==> config.mk <==
export PLATFORM = sky130hd
export DESIGN_NAME = branch_resolve_unit
export DESIGN_NICKNAME = d
export VERILOG_FILES = /design/src/rtl/bru_pkg.sv /design/src/rtl/bht_2bit.sv /design/src/rtl/branch_resolve_unit.sv
export SDC_FILE = /design/constraint.sdc
export NUM_CORES = 1
export LEC_CHECK = 0
export CAP_MARGIN = 20
export CORE_MARGIN = 2
export CORE_UTILIZATION = 39
export CTS_BUF_LIST = sky130_fd_sc_hd__clkbuf_16
export CTS_CLUSTER_SIZE = 28
export DETAILED_ROUTE_END_ITERATION = 6
export PLACE_DENSITY = 0.75
export SYNTH_ARGS = -nofsm -noshare
export SYNTH_HDL_FRONTEND = slang
export SYNTH_SLANG_ARGS = --single-unit
export TNS_END_PERCENT = 50
==> constraint.sdc <==
create_clock -name clk -period 3.4 [get_ports clk]
set_clock_uncertainty 0.15 [all_clocks]
set_input_delay 0.68 -clock clk [delete_from_list [all_inputs] [get_ports clk]]
set_output_delay 0.68 -clock clk [all_outputs]
set_load 0.05 [all_outputs]
==> src/rtl/bru_pkg.sv <==
// Shared types and helpers for the branch resolve unit.
// Optional feature macro: BRU_PERF_CNT_EN (performance counters + BHT bypass).
package bru_pkg;

   // Conditional branch funct3 encodings (B-type); 010/011 are not branches.
   typedef enum logic [2:0] {
      F3_BEQ  = 3'b000,
      F3_BNE  = 3'b001,
      F3_BLT  = 3'b100,
      F3_BGE  = 3'b101,
      F3_BLTU = 3'b110,
      F3_BGEU = 3'b111
   } br_funct3_e;

   // 2-bit saturating branch history counter.
   typedef logic [1:0] bht_ctr_t;

   localparam bht_ctr_t CTR_SNT = 2'b00;
   localparam bht_ctr_t CTR_WNT = 2'b01;
   localparam bht_ctr_t CTR_WT  = 2'b10;
   localparam bht_ctr_t CTR_ST  = 2'b11;

   // Entries start weakly not-taken so the first taken branch flips them.
   localparam bht_ctr_t BHT_RST_VAL = CTR_WNT;

   // Move the counter one step toward the resolved direction, saturating.
   function automatic bht_ctr_t ctr_update(input bht_ctr_t ctr, input logic taken);
      bht_ctr_t res;
      res = ctr;
      if (taken) begin
         if (ctr != CTR_ST) res = ctr + 2'd1;
      end else begin
         if (ctr != CTR_SNT) res = ctr - 2'd1;
      end
      return res;
   endfunction

endpackage

==> src/rtl/bht_2bit.sv <==
// Branch history table: DEPTH 2-bit saturating counters held in flops.
// Asynchronous read port for fetch, synchronous read-modify-write update
// port for EX, single-cycle parallel synchronous reset.
// With BRU_PERF_CNT_EN defined, a same-index write is forwarded to the read.
module bht_2bit
   import bru_pkg::*;
#(
   parameter int DEPTH = 64,
   parameter int IDX_W = $clog2(DEPTH)
) (
   input  logic             clk,
   input  logic             rst,
   input  logic [IDX_W-1:0] rd_idx,
   output logic [1:0]       rd_ctr,
   input  logic             wr_en,
   input  logic [IDX_W-1:0] wr_idx,
   input  logic             wr_taken
);

   bht_ctr_t ctr_q [DEPTH];
   bht_ctr_t wr_next;

   assign wr_next = ctr_update(ctr_q[wr_idx], wr_taken);

   // Counter array: parallel clear on reset, otherwise update one entry.
   always_ff @(posedge clk) begin
      if (rst) begin
         for (int i = 0; i < DEPTH; i++) ctr_q[i] <= BHT_RST_VAL;
      end else if (wr_en) begin
         ctr_q[wr_idx] <= wr_next;
      end
   end

   // Fetch read port; optionally sees the value being written this cycle.
   always_comb begin
      rd_ctr = ctr_q[rd_idx];
`ifdef BRU_PERF_CNT_EN
      if (wr_en && (wr_idx == rd_idx)) rd_ctr = wr_next;
`endif
   end

endmodule

==> src/rtl/branch_resolve_unit.sv <==
// EX-stage branch resolution: drives the comparator's unsigned select,
// resolves B-type outcomes, trains the BHT and raises a registered one-cycle
// mispredict pulse with the correct redirect PC.
// Optional feature macro: BRU_PERF_CNT_EN adds perf_br_cnt / perf_mis_cnt
// and enables same-cycle write-to-read bypass in the BHT.
//
// Qualification: an EX instruction acts only when ex_valid & ex_is_branch and
// the stage is not stalled; there is no back-pressure, ex_stall simply holds
// all state. During a mispredict pulse the EX slot is wrong-path and ignored.
module branch_resolve_unit
   import bru_pkg::*;
#(
   parameter int BHT_DEPTH = 64
) (
   input  logic        clk,
   input  logic        rst,
   input  logic [31:0] if_pc,
   output logic        if_pred_taken,
   input  logic        ex_valid,
   input  logic        ex_is_branch,
   input  logic        ex_stall,
   input  logic [2:0]  ex_funct3,
   input  logic [31:0] ex_pc,
   input  logic [31:0] ex_target,
   input  logic        ex_pred_taken,
   output logic        br_un,
   input  logic        br_less,
   input  logic        br_equal,
   output logic        ex_taken,
   output logic        mispredict,
   output logic [31:0] redirect_pc
`ifdef BRU_PERF_CNT_EN
   ,
   output logic [31:0] perf_br_cnt,
   output logic [31:0] perf_mis_cnt
`endif
);

   localparam int IDX_W = $clog2(BHT_DEPTH);

   logic             resolve_en;
   logic             f3_legal;
   logic             cond_true;
   logic             upd_en;
   logic             mis_set;
   logic [31:0]      fix_pc;
   logic [IDX_W-1:0] if_idx;
   logic [IDX_W-1:0] ex_idx;
   logic [1:0]       if_ctr;
   logic             mispredict_q;
   logic [31:0]      redirect_pc_q;
   logic             unused_pc_bits;

   assign if_idx = if_pc[IDX_W+1:2];
   assign ex_idx = ex_pc[IDX_W+1:2];

   // Only part of the fetch PC indexes the table.
   assign unused_pc_bits = ^{if_pc[31:IDX_W+2], if_pc[1:0]};

   // funct3[1] separates signed (BLT/BGE) from unsigned (BLTU/BGEU) compares.
   assign br_un = ex_funct3[1];

   // Squashed slots (mispredict pulse) and stalls never resolve.
   assign resolve_en = ex_valid & ex_is_branch & ~ex_stall & ~mispredict_q;

   // Outcome decode from comparator flags; 010/011 are not branches.
   always_comb begin
      f3_legal  = 1'b1;
      cond_true = 1'b0;
      case (ex_funct3)
         F3_BEQ:  cond_true = br_equal;
         F3_BNE:  cond_true = ~br_equal;
         F3_BLT:  cond_true = br_less;
         F3_BGE:  cond_true = ~br_less;
         F3_BLTU: cond_true = br_less;
         F3_BGEU: cond_true = ~br_less;
         default: f3_legal  = 1'b0;
      endcase
   end

   assign upd_en   = resolve_en & f3_legal;
   assign ex_taken = upd_en & cond_true;
   assign mis_set  = upd_en & (ex_taken != ex_pred_taken);
   assign fix_pc   = ex_taken ? ex_target : (ex_pc + 32'd4);

   bht_2bit #(
      .DEPTH (BHT_DEPTH),
      .IDX_W (IDX_W)
   ) u_bht (
      .clk      (clk),
      .rst      (rst),
      .rd_idx   (if_idx),
      .rd_ctr   (if_ctr),
      .wr_en    (upd_en),
      .wr_idx   (ex_idx),
      .wr_taken (ex_taken)
   );

   // Prediction is the counter MSB (WT/ST predict taken).
   assign if_pred_taken = if_ctr[1];

   // Flush pulse and redirect register; reset drops any pending redirect.
   always_ff @(posedge clk) begin
      if (rst) begin
         mispredict_q  <= 1'b0;
         redirect_pc_q <= 32'h0000_0000;
      end else begin
         mispredict_q <= mis_set;
         if (mis_set) redirect_pc_q <= fix_pc;
      end
   end

   assign mispredict  = mispredict_q;
   assign redirect_pc = redirect_pc_q;

`ifdef BRU_PERF_CNT_EN
   logic [31:0] perf_br_q;
   logic [31:0] perf_mis_q;

   // Free-running event counters, wrapping modulo 2^32.
   always_ff @(posedge clk) begin
      if (rst) begin
         perf_br_q  <= 32'd0;
         perf_mis_q <= 32'd0;
      end else begin
         if (upd_en)  perf_br_q  <= perf_br_q + 32'd1;
         if (mis_set) perf_mis_q <= perf_mis_q + 32'd1;
      end
   end

   assign perf_br_cnt  = perf_br_q;
   assign perf_mis_cnt = perf_mis_q;
`endif

endmodule

==> results.json <==
{
  "yosysUniqueCellTypes": 56,
  "met3_usage": 0.0430,
  "cts.clk_slew.worst_paths_ps": 60,
  "finalNetCount": 1122,
  "r2r_slack_ps": 610,
  "num_vias": 7695,
  "final_cell_mix": "edfxtp_1, clkdlybuf4s50_1, nand2_1",
  "busiest_layer": "met2",
  "worstSetupEndpointType": "output pin",
  "post-dp-hpwl_um": 19200,
  "fin_crit_ps": 3360,
  "drive_above_1_share": 0.193,
  "cts_max_level": 4,
  "crit_type": "primary input to output pin",
  "numCtsBuffers": 17,
  "grtUsageTotal": 0.215,
  "worstMarginPinSlew_ps": 985,
  "synthCells": 866,
  "reg2reg_depth": 7,
  "total_power_w": 0.00500,
  "vias_per_cell": 5.71,
  "synth_top_area_cell": "edfxtp_1",
  "crit_fanout": 2,
  "fin_crit_sh": 0.987,
  "crit_path_start_kind": "primary input",
  "io_pins": 143,
  "die_area_sq_um": 24900,
  "mostFrequentLayoutCell": "edfxtp_1",
  "met2_usage": 0.350,
  "yosysTopAreaCellShare": 0.416,
  "syn_to_final_growth_pct": 28.5,
  "drc": 0,
  "wl_um": 26700,
  "critPathArrivalTime_ps": 2530,
  "netlist_area_sq_um": 9230,
  "cts_hold_buf": 0,
  "setup_slack_ps": 44.2,
  "synth-main-ff-cell": "edfxtp_1",
  "grt_pass1_wl_um": 40400,
  "grt_pass1_vias": 7443,
  "r2r_start": "u_bht.ctr_q[35][0]$_SDFFCE_PN1P_",
  "slew_violations": 0,
  "tritoncts": "done",
  "clock_latency_ps": 440,
  "fp.dieW_um": 158,
  "synth_area_per_cell_sq_um": 10.7,
  "drv_cap": 0,
  "cts.sinks": 161,
  "synth-xor-area-share": 0.0294,
  "drt_iter0_drc": 673,
  "synth_edf_count": 128,
  "utilization": 0.508,
  "gr-total-overflow": 0,
  "portBuffers": 116,
  "cts_resized": 13,
  "hold_viol_final": 0,
  "drt_pass1_iterations": 5,
  "rows": 56,
  "clockBufferDepth": 2,
  "maxClockFrequency_mhz": 298,
  "start_util": 0.396,
  "peakVddDrop_mv": 0.330,
  "async_flop_share": 0,
  "coreArea_sq_um": 23300,
  "maxSlewHeadroom": 0.344,
  "cts_root_buf": "clkbuf_16",
  "setup_viol": 0,
  "startpoint": "if_pc[4]",
  "synth_fp_nets": 974,
  "hold_path.class": "flop to flop",
  "leakage_nw": 4.02,
  "powerDensity_nw_per_um2": 421,
  "worstPathRequired_ps": 2570,
  "ant_nets": 0,
  "pre_cts_slack_ps": -435,
  "wl_per_cell_um": 19.9,
  "reg2reg_to": "u_bht.ctr_q[63][1]$_SDFFCE_PN0P_",
  "post-cts-setup-buffer-count": 0,
  "gp_congestion": 0.939,
  "synthTopCellsByArea": "edfxtp_1, mux4_2, dfxtp_1",
  "synth-adder-area-share": 0.00380,
  "synth_compound_area_frac": 0.0857,
  "yosys.area_share.simple": 0.224,
  "antenna_found_initial": 0,
  "fp.dieH_um": 158,
  "synth_top_family_by_area": "simple AND/OR/NAND/NOR gates",
  "yosysWarnings": 0,
  "grt_max_degree": 97,
  "ys_seq_elements": 161,
  "yosysSeqAreaShare": 0.488,
  "endpoint": "if_pred_taken",
  "use_met1": 0.275,
  "synth_mux_area_frac": 0.118,
  "rsz0062_at_grt": "false",
  "status": "complete, no violations"
}
## sequential cells by signal, indices dropped and copies added (netlist names)
signal	cells
u_bht.ctr_q	128
redirect_pc	32
mispredict	1
## worst max-delay path, stage by stage
cell,delay [ps]
clkdlybuf4s50_1,600
buf_4,170
buf_4,120
mux4_2,490
mux2i_1,190
a21oi_2,110
buf_6,160
## report_power, final
| group | internal [W] | switching, W |
|---|---|---|
| sequential | 0.00216 | 0.0000274 |
| clock | 0.00122 | 0.000811 |
| combinational | 0.000353 | 0.000423 |
| total | 0.00374 | 0.00126 |
## final cells by class
| class | count | area (sq um) |
|---|---|---|
| diodes | 1 | 2.50 |
| clock buffers | 17 | 425 |
| clock inverters | 15 | 190 |
| fillers | 2037 | 11500 |
| inverters | 4 | 15.0 |
| multi-input cells | 617 | 4270 |
| flip-flops and latches | 161 | 4500 |
| well taps | 319 | 399 |
| repair buffers | 213 | 2060 |
## metrics by stage
stage                     TNS (ps)  instances  area, sq um  hold WS (ps)
after floorplan                  0        866         9240           521
after CTS                        0       1346        11900           305
after detailed placement    -15200       1313        11200           296
final                            0       1347        11900           304
after global placement      -13750       1313        11200           289
after global routing             0       1346        11900           315
## Yosys cell counts, drive strengths merged (10+ instances only)
| cell | instances |
|---|---|
| nand2 | 107 |
| dfxtp | 33 |
| nor2 | 83 |
| xor2 | 10 |
| nand3 | 78 |
| nor4 | 15 |
| o221ai | 17 |
| a21oi | 36 |
| a21o | 13 |
| mux4 | 39 |
| nor3 | 13 |
| buf | 37 |
| xnor2 | 21 |
| mux2i | 15 |
| nand2b | 58 |
| clkbuf | 47 |
| edfxtp | 128 |
## worst min path at each step
| stage | start | to | slack (ps) | cells after the start |
|---|---|---|---|---|
| floorplan | redirect_pc[13]$_SDFFE_PP0P_ | redirect_pc[13]$_SDFFE_PP0P_ | 520 | 2 |
| global placement | redirect_pc[28]$_SDFFE_PP0P_ | redirect_pc[28]$_SDFFE_PP0P_ | 290 | 2 |
| detailed placement | redirect_pc[9]$_SDFFE_PP0P_ | redirect_pc[9]$_SDFFE_PP0P_ | 300 | 2 |
| CTS | redirect_pc[9]$_SDFFE_PP0P_ | redirect_pc[9]$_SDFFE_PP0P_ | 300 | 2 |
| global route | redirect_pc[31]$_SDFFE_PP0P_ | redirect_pc[31]$_SDFFE_PP0P_ | 320 | 2 |
| finish | redirect_pc[9]$_SDFFE_PP0P_ | redirect_pc[9]$_SDFFE_PP0P_ | 300 | 2 |
## kinds of logic after synthesis
kind of cell / count (synthesis)
buf+inv: 88
fa+ha+maj: 3
mux: 59
xor+xnor: 31
flops: 161
simple gates: 411
compound gates: 113
## layer usage
layer | wire (um) | part of all wire | vias up
li1 | - | - | 3491
met1 | 10400 | 0.39 | 3781
met2 | 13300 | 0.50 | 349
met3 | 1910 | 0.071 | 74
met4 | 1070 | 0.040 | 0
met5 | 0 | 0 | -
No activity file was read; power rests on OpenSTA's default activity.
